==> config.mk <==
export PLATFORM = sky130hd
export DESIGN_NAME = vga_timing_gen
export DESIGN_NICKNAME = d
export VERILOG_FILES = /design/src/rtl/vga_pkg.sv /design/src/rtl/vga_sync_axis.sv /design/src/rtl/vga_timing_gen.sv
export SDC_FILE = /design/constraint.sdc
export NUM_CORES = 1
export LEC_CHECK = 0
export ABC_CLOCK_PERIOD_IN_PS = 4500
export BUFFER_PORTS_ARGS = -buffer_cell sky130_fd_sc_hd__buf_4
export CORE_MARGIN = 4
export CORE_UTILIZATION = 60
export DETAILED_ROUTE_END_ITERATION = 8
export GPL_ROUTABILITY_DRIVEN = 0
export PLACE_DENSITY = 0.9
export SYNTH_ARGS = -nofsm -noshare
export SYNTH_HDL_FRONTEND = slang
export SYNTH_SLANG_ARGS = --single-unit
==> constraint.sdc <==
create_clock -name clk -period 4.5 [get_ports clk]
set_input_delay 0.675 -clock clk [delete_from_list [all_inputs] [get_ports clk]]
set_output_delay 0.675 -clock clk [all_outputs]
set_load 0.005 [all_outputs]
==> src/rtl/vga_pkg.sv <==
// Shared timing constants, phase encoding and total-length helpers for the VGA timing path.
// Defaults describe 640x480@60 with a 2:1 system-to-pixel clock ratio.
package vga_pkg;

  localparam int unsigned DEF_HRES    = 640;
  localparam int unsigned DEF_HFP     = 16;
  localparam int unsigned DEF_HSW     = 96;
  localparam int unsigned DEF_HBP     = 48;
  localparam int unsigned DEF_VRES    = 480;
  localparam int unsigned DEF_VFP     = 10;
  localparam int unsigned DEF_VSW     = 2;
  localparam int unsigned DEF_VBP     = 33;
  localparam int unsigned DEF_CLK_DIV = 2;

  localparam int unsigned POS_W       = 10;
  localparam int unsigned MAX_TOTAL   = 1 << POS_W;
  localparam int unsigned DIV_W       = 4;
  localparam int unsigned MAX_CLK_DIV = 16;

  typedef enum logic [1:0] {ACTIVE, FRONT, SYNC, BACK} vga_phase_t;

  function automatic int unsigned htotal(input int unsigned hres, input int unsigned hfp,
                                         input int unsigned hsw, input int unsigned hbp);
    return hres + hfp + hsw + hbp;
  endfunction

  function automatic int unsigned vtotal(input int unsigned vres, input int unsigned vfp,
                                         input int unsigned vsw, input int unsigned vbp);
    return vres + vfp + vsw + vbp;
  endfunction

endpackage

==> src/rtl/vga_sync_axis.sv <==
// One timing axis: position counter plus an active/front/sync/back phase FSM.
// pos is registered; phase is the phase pos will be in after the current edge.
module vga_sync_axis
  import vga_pkg::*;
#(
  parameter int unsigned ACTIVE_LEN = DEF_HRES,
  parameter int unsigned FRONT_LEN  = DEF_HFP,
  parameter int unsigned SYNC_LEN   = DEF_HSW,
  parameter int unsigned BACK_LEN   = DEF_HBP
) (
  input  logic             clk,
  input  logic             rst,
  input  logic             en,
  output logic [POS_W-1:0] pos,
  output vga_phase_t       phase,
  output logic             wrap
);

  if (ACTIVE_LEN == 0 || FRONT_LEN == 0 || SYNC_LEN == 0 || BACK_LEN == 0) begin : g_len_chk
    $error("vga_sync_axis: every phase length must be at least 1");
  end

  vga_phase_t       phase_q, phase_d;
  logic [POS_W-1:0] pos_q, pos_d;
  logic [POS_W-1:0] cnt_q, cnt_d;
  logic [POS_W-1:0] last;

  always_comb begin
    last = '0;
    unique case (phase_q)
      ACTIVE: last = POS_W'(ACTIVE_LEN - 1);
      FRONT:  last = POS_W'(FRONT_LEN - 1);
      SYNC:   last = POS_W'(SYNC_LEN - 1);
      BACK:   last = POS_W'(BACK_LEN - 1);
    endcase
  end

  always_comb begin
    phase_d = phase_q;
    pos_d   = pos_q;
    cnt_d   = cnt_q;
    wrap    = 1'b0;
    if (en) begin
      pos_d = pos_q + 1'b1;
      if (cnt_q == last) begin
        cnt_d = '0;
        unique case (phase_q)
          ACTIVE: phase_d = FRONT;
          FRONT:  phase_d = SYNC;
          SYNC:   phase_d = BACK;
          BACK: begin
            phase_d = ACTIVE;
            pos_d   = '0;
            wrap    = 1'b1;
          end
        endcase
      end else begin
        cnt_d = cnt_q + 1'b1;
      end
    end
  end

  always_ff @(posedge clk or posedge rst) begin
    if (rst) begin
      phase_q <= ACTIVE;
      pos_q   <= '0;
      cnt_q   <= '0;
    end else begin
      phase_q <= phase_d;
      pos_q   <= pos_d;
      cnt_q   <= cnt_d;
    end
  end

  assign pos   = pos_q;
  // Look-ahead lets the parent register decoded syncs on the same edge as pos.
  assign phase = phase_d;

endmodule

==> src/rtl/vga_timing_gen.sv <==
// VGA pixel-timing generator: clock divider, horizontal/vertical axes and registered
// sync, blanking and line/frame markers that all describe the same pixel.
module vga_timing_gen
  import vga_pkg::*;
#(
  parameter int unsigned HRES    = DEF_HRES,
  parameter int unsigned VRES    = DEF_VRES,
  parameter int unsigned HFP     = DEF_HFP,
  parameter int unsigned HSW     = DEF_HSW,
  parameter int unsigned HBP     = DEF_HBP,
  parameter int unsigned VFP     = DEF_VFP,
  parameter int unsigned VSW     = DEF_VSW,
  parameter int unsigned VBP     = DEF_VBP,
  parameter int unsigned CLK_DIV = DEF_CLK_DIV
) (
  input  logic             clk,
  input  logic             rst,
  output logic             pix_en,
  output logic [POS_W-1:0] x,
  output logic [POS_W-1:0] y,
  output logic             hsync,
  output logic             vsync,
  output logic             blank_n,
  output logic             line_start,
  output logic             frame_start
);

  localparam int unsigned HTOTAL = htotal(HRES, HFP, HSW, HBP);
  localparam int unsigned VTOTAL = vtotal(VRES, VFP, VSW, VBP);
  localparam logic [DIV_W-1:0] DIV_LAST = DIV_W'(CLK_DIV - 1);

  if (HTOTAL > MAX_TOTAL || VTOTAL > MAX_TOTAL) begin : g_total_chk
    $error("vga_timing_gen: HTOTAL=%0d / VTOTAL=%0d exceed %0d", HTOTAL, VTOTAL, MAX_TOTAL);
  end

  if (CLK_DIV == 0 || CLK_DIV > MAX_CLK_DIV) begin : g_div_chk
    $error("vga_timing_gen: CLK_DIV=%0d outside 1..%0d", CLK_DIV, MAX_CLK_DIV);
  end

  logic [DIV_W-1:0] div_cnt_q;
  logic             pix_en_q;
  logic             div_last;

  assign div_last = (div_cnt_q == DIV_LAST);

  always_ff @(posedge clk or posedge rst) begin
    if (rst) begin
      div_cnt_q <= '0;
      pix_en_q  <= 1'b0;
    end else begin
      div_cnt_q <= div_last ? '0 : div_cnt_q + 1'b1;
      pix_en_q  <= div_last;
    end
  end

  logic [POS_W-1:0] h_pos, v_pos;
  vga_phase_t       h_phase, v_phase;
  logic             h_wrap, v_wrap;

  vga_sync_axis #(
    .ACTIVE_LEN (HRES),
    .FRONT_LEN  (HFP),
    .SYNC_LEN   (HSW),
    .BACK_LEN   (HBP)
  ) u_h_axis (
    .clk   (clk),
    .rst   (rst),
    .en    (pix_en_q),
    .pos   (h_pos),
    .phase (h_phase),
    .wrap  (h_wrap)
  );

  // Vertical axis steps once per line, on the strobe that wraps x.
  vga_sync_axis #(
    .ACTIVE_LEN (VRES),
    .FRONT_LEN  (VFP),
    .SYNC_LEN   (VSW),
    .BACK_LEN   (VBP)
  ) u_v_axis (
    .clk   (clk),
    .rst   (rst),
    .en    (h_wrap),
    .pos   (v_pos),
    .phase (v_phase),
    .wrap  (v_wrap)
  );

  logic hsync_q, vsync_q, blank_n_q, line_start_q, frame_start_q;

  always_ff @(posedge clk or posedge rst) begin
    if (rst) begin
      hsync_q       <= 1'b1;
      vsync_q       <= 1'b1;
      blank_n_q     <= 1'b1;
      line_start_q  <= 1'b0;
      frame_start_q <= 1'b0;
    end else begin
      hsync_q       <= (h_phase != SYNC);
      vsync_q       <= (v_phase != SYNC);
      blank_n_q     <= (h_phase == ACTIVE) && (v_phase == ACTIVE);
      line_start_q  <= h_wrap;
      frame_start_q <= h_wrap && v_wrap;
    end
  end

  assign pix_en      = pix_en_q;
  assign x           = h_pos;
  assign y           = v_pos;
  assign hsync       = hsync_q;
  assign vsync       = vsync_q;
  assign blank_n     = blank_n_q;
  assign line_start  = line_start_q;
  assign frame_start = frame_start_q;

endmodule

==> results.toml <==
[run_status]
status = "completed"

[layout]
fin_area_sq_mm = 0.00318
area_delta_synth_final_pct = 11.1
drive_gt1_share_pct = 15.5
final_nets = 334
postLayoutCoreUtil_pct = 71.0
stdcell_count = 374
insertedDiodeCount = 0

[die]
fp-row-count = 24
ioPinCount = 28
start_util_pct = 64.0
coreArea_sq_mm = 0.00447
fp.dieArea_sq_mm = 0.00594
chipWidth_microns = 77.1
fp.dieH_microns = 77.1

[worst_hold_path]
hold_class = "flop to flop"

[critical_path]
required_ns = 4.74
critPathMaxStageDelay_ns = 0.68
cpMaxStageDelayCell = "or4_1"
critPathArrivalTime_ns = 2.83
regToRegSetupSlack_ns = 1.91
critPathKind = "flop to flop"
start_kind = "flop"
cp_max_fo = 22
path_cells = "inv_1, ha_1, xnor2_1, nor2_1, nand4_2, or4_1, o21ai_1"
end_kind = "flop"

[sta]
rsz0062_at_grt = "no"
clock.fmax_ghz = 0.386
hold_viol = 0
slew_violations = 0
setup_viol = 0
finalCritPeriodShare_pct = 57.6
finClkSkew_ns = 0.0156
setup_tns_ns = 0
fin_crit_ns = 2.59
tightest_slew_ns = 1.10
setup_ws_ns = 1.91
max_slew_margin_pct = 26.7

[detailed_routing]
via_per_inst = 6.08
route.detailed.drc = 0
route.detailed.wl_per_inst_microns = 16.0
drtAntennaViolNets = 0
drtPass1Iterations = 4
via_count = 2273
initialDrtViolationCount = 157
finalWirelength_microns = 6000

[placement]
io_buffers = 27
place_hpwl_microns = 4250
dpl_cell_area_sq_mm = 0.00308
place_worst_setup_slack_ns = 1.93
numPlacedInstances = 366

[synthesis]
yosysUniqueCellTypes = 44
ys_warn_count = 0
yosysSeqAreaShare_pct = 47.4
syn_avg_cell_area_sq_um = 9.60
synth.cell_area_sq_mm = 0.00286
synth_top_area_cell = "dfrtp_1"
synth_nets = 311
synth.top_cell.area_share_pct = 44.6
syn_inst = 298
synth_seq_cells = 54
synth.area.top_cells = "dfrtp_1 45%, ha_1 4.8%, nand3_1 4.4%"

[power_and_ir_drop]
power.density_mw_per_mm2 = 247
peakVddDrop_mv = 0.167
p_leak_nw = 1.46

[clock_network]
cts_tree = "done"
clk_path_buf_depth = 2
clkSinkCount = 54
root_buffer = "clkbuf_8"
holdBufCountCts = 0
htree_levels = 2
clkLatencyLatePin_ns = 0.32
post_cts.repair.setup_buffers = 0
cts_made_buffers = 5
ctsResizeCount = 0
cts.clk_slew.worst_paths_ns = 0.10

[global_routing]
grt-ovfl-total = 0
grt_use_total_pct = 21.2
grt_start_max_net_pins = 55
grt_pass1_vias = 2192
grt_first_pass_wirelength_microns = 10200
antenna_found_initial = 0

[run]
max_cap_violations = 0
==> power breakdown <==
part           internal (mW)  leakage [nW]  total (mW)  switching (mW)
registers              0.485         0.719       0.485               0
logic               0.000606         0.688     0.00963         0.00902
clock network          0.127        0.0514       0.292           0.165
==> metrics by stage <==
step	hold WS, ns	power, mW
floorplan	0.439	0.502
global placement	0.463	0.504
detailed placement	0.468	0.505
CTS	0.489	0.794
global route	0.518	0.814
finish	0.486	0.786
==> synth_stat cells, drive strengths merged <==
cell type  number
nand3          25
a32o            1
clkbuf          7
or2             3
a21o            2
mux2i           3
nand4           6
a22o            4
mux2            4
nor2b           2
nand2          28
inv            13
a31oi           6
and3           16
or3             2
nand4b          2
buf             4
a211oi          1
o21ai          27
nor2           24
xnor2          11
dfrtp          51
nand3b          1
and4            2
and3b           1
a22oi           1
a21oi           9
nor3            4
o22ai           1
and2            1
o41ai           1
xor2           10
o211ai          1
or4             4
dfstp           3
nor4            5
ha             11
o21a            1
==> worst paths after layout <==
| kind | depth (start not counted) | to | from |
|---|---|---|---|
| min in group asynchronous | 2 | u_h_axis.cnt_q[3]$_DFFE_PP0P_ | rst |
| setup reg to reg | 7 | u_v_axis.cnt_q[8]$_DFFE_PP0N_ | u_h_axis.phase_q[0]$_DFF_PP0_ |
| setup / recovery | 7 | u_v_axis.cnt_q[8]$_DFFE_PP0N_ | u_h_axis.phase_q[0]$_DFF_PP0_ |
| hold reg to reg | 1 | pix_en$_DFF_PP0_ | div_cnt_q[3]$_DFF_PP0_ |
| hold / removal | 1 | pix_en$_DFF_PP0_ | div_cnt_q[3]$_DFF_PP0_ |
| max in group asynchronous | 2 | u_h_axis.phase_q[1]$_DFF_PP0_ | rst |
==> final cells by class <==
class | instances | area [sq um]
clock buffers | 6 | 82.6
clock inverters | 2 | 17.5
fillers | 335 | 1300
inverters | 13 | 48.8
multi-input cells | 220 | 1410
flip-flops and latches | 54 | 1360
well taps | 52 | 65.1
repair buffers | 27 | 203
==> metal layers <==
| metal | vias up | share of wire, % | track usage [%] |
|---|---|---|---|
| met5 | - | 0 | 0 |
| met4 | 0 | 2.2 | 9.07 |
| met3 | 13 | 3.7 | 3.86 |
| met2 | 64 | 51 | 35.2 |
| met1 | 1093 | 43 | 27.2 |
| li1 | 1103 | - | - |
==> worst max-delay path, delay by kind of cell (launching register included) <==
family / cells / cell delay, ns
adders and majority gates: 1 / 0.36
DFF: 1 / 0.43
buffers and inverters: 1 / 0.10
and+or+nand+nor: 3 / 1.39
xor gates and xnor gates: 1 / 0.16
AOI/OAI and AO/OA: 1 / 0.09
==> state kept, by name, indices dropped and copies added, names as in the netlist, 2 cells and up <==
| register | cells |
|---|---|
| u_v_axis.pos | 10 |
| u_v_axis.cnt_q | 10 |
| u_h_axis.phase_q | 2 |
| u_v_axis.phase_q | 2 |
| u_h_axis.cnt_q | 10 |
| div_cnt_q | 4 |
| u_h_axis.pos | 10 |
==> cells in the final DEF, fill, tap and decap left out, types with 5 or more instances in the layout <==
master / instances
dfrtp_1: 51
nand2_1: 28
buf_4: 27
nand3_1: 25
nor2_1: 24
o21ai_1: 18
and3_1: 16
inv_1: 12
xnor2_1: 11
ha_1: 11
xor2_1: 10
a21oi_1: 9
o21ai_0: 9
a31oi_1: 6
clkbuf_8: 6
nand4_1: 5
==> logic make-up (layout without fill, tap and decap cells) <==
family | after synthesis | count (layout) | synth area share, %
flip-flops | 54 | 54 | 47.4
buffers and inverters | 24 | 48 | 3.50
AO/OA/AOI/OAI | 55 | 55 | 11.9
multiplexers | 7 | 7 | 2.62
adder cells (fa/ha/maj) | 11 | 11 | 4.81
XOR/XNOR | 21 | 21 | 6.43
AND/OR/NAND/NOR | 126 | 126 | 23.3
No activity file was read; power rests on OpenSTA's default activity.
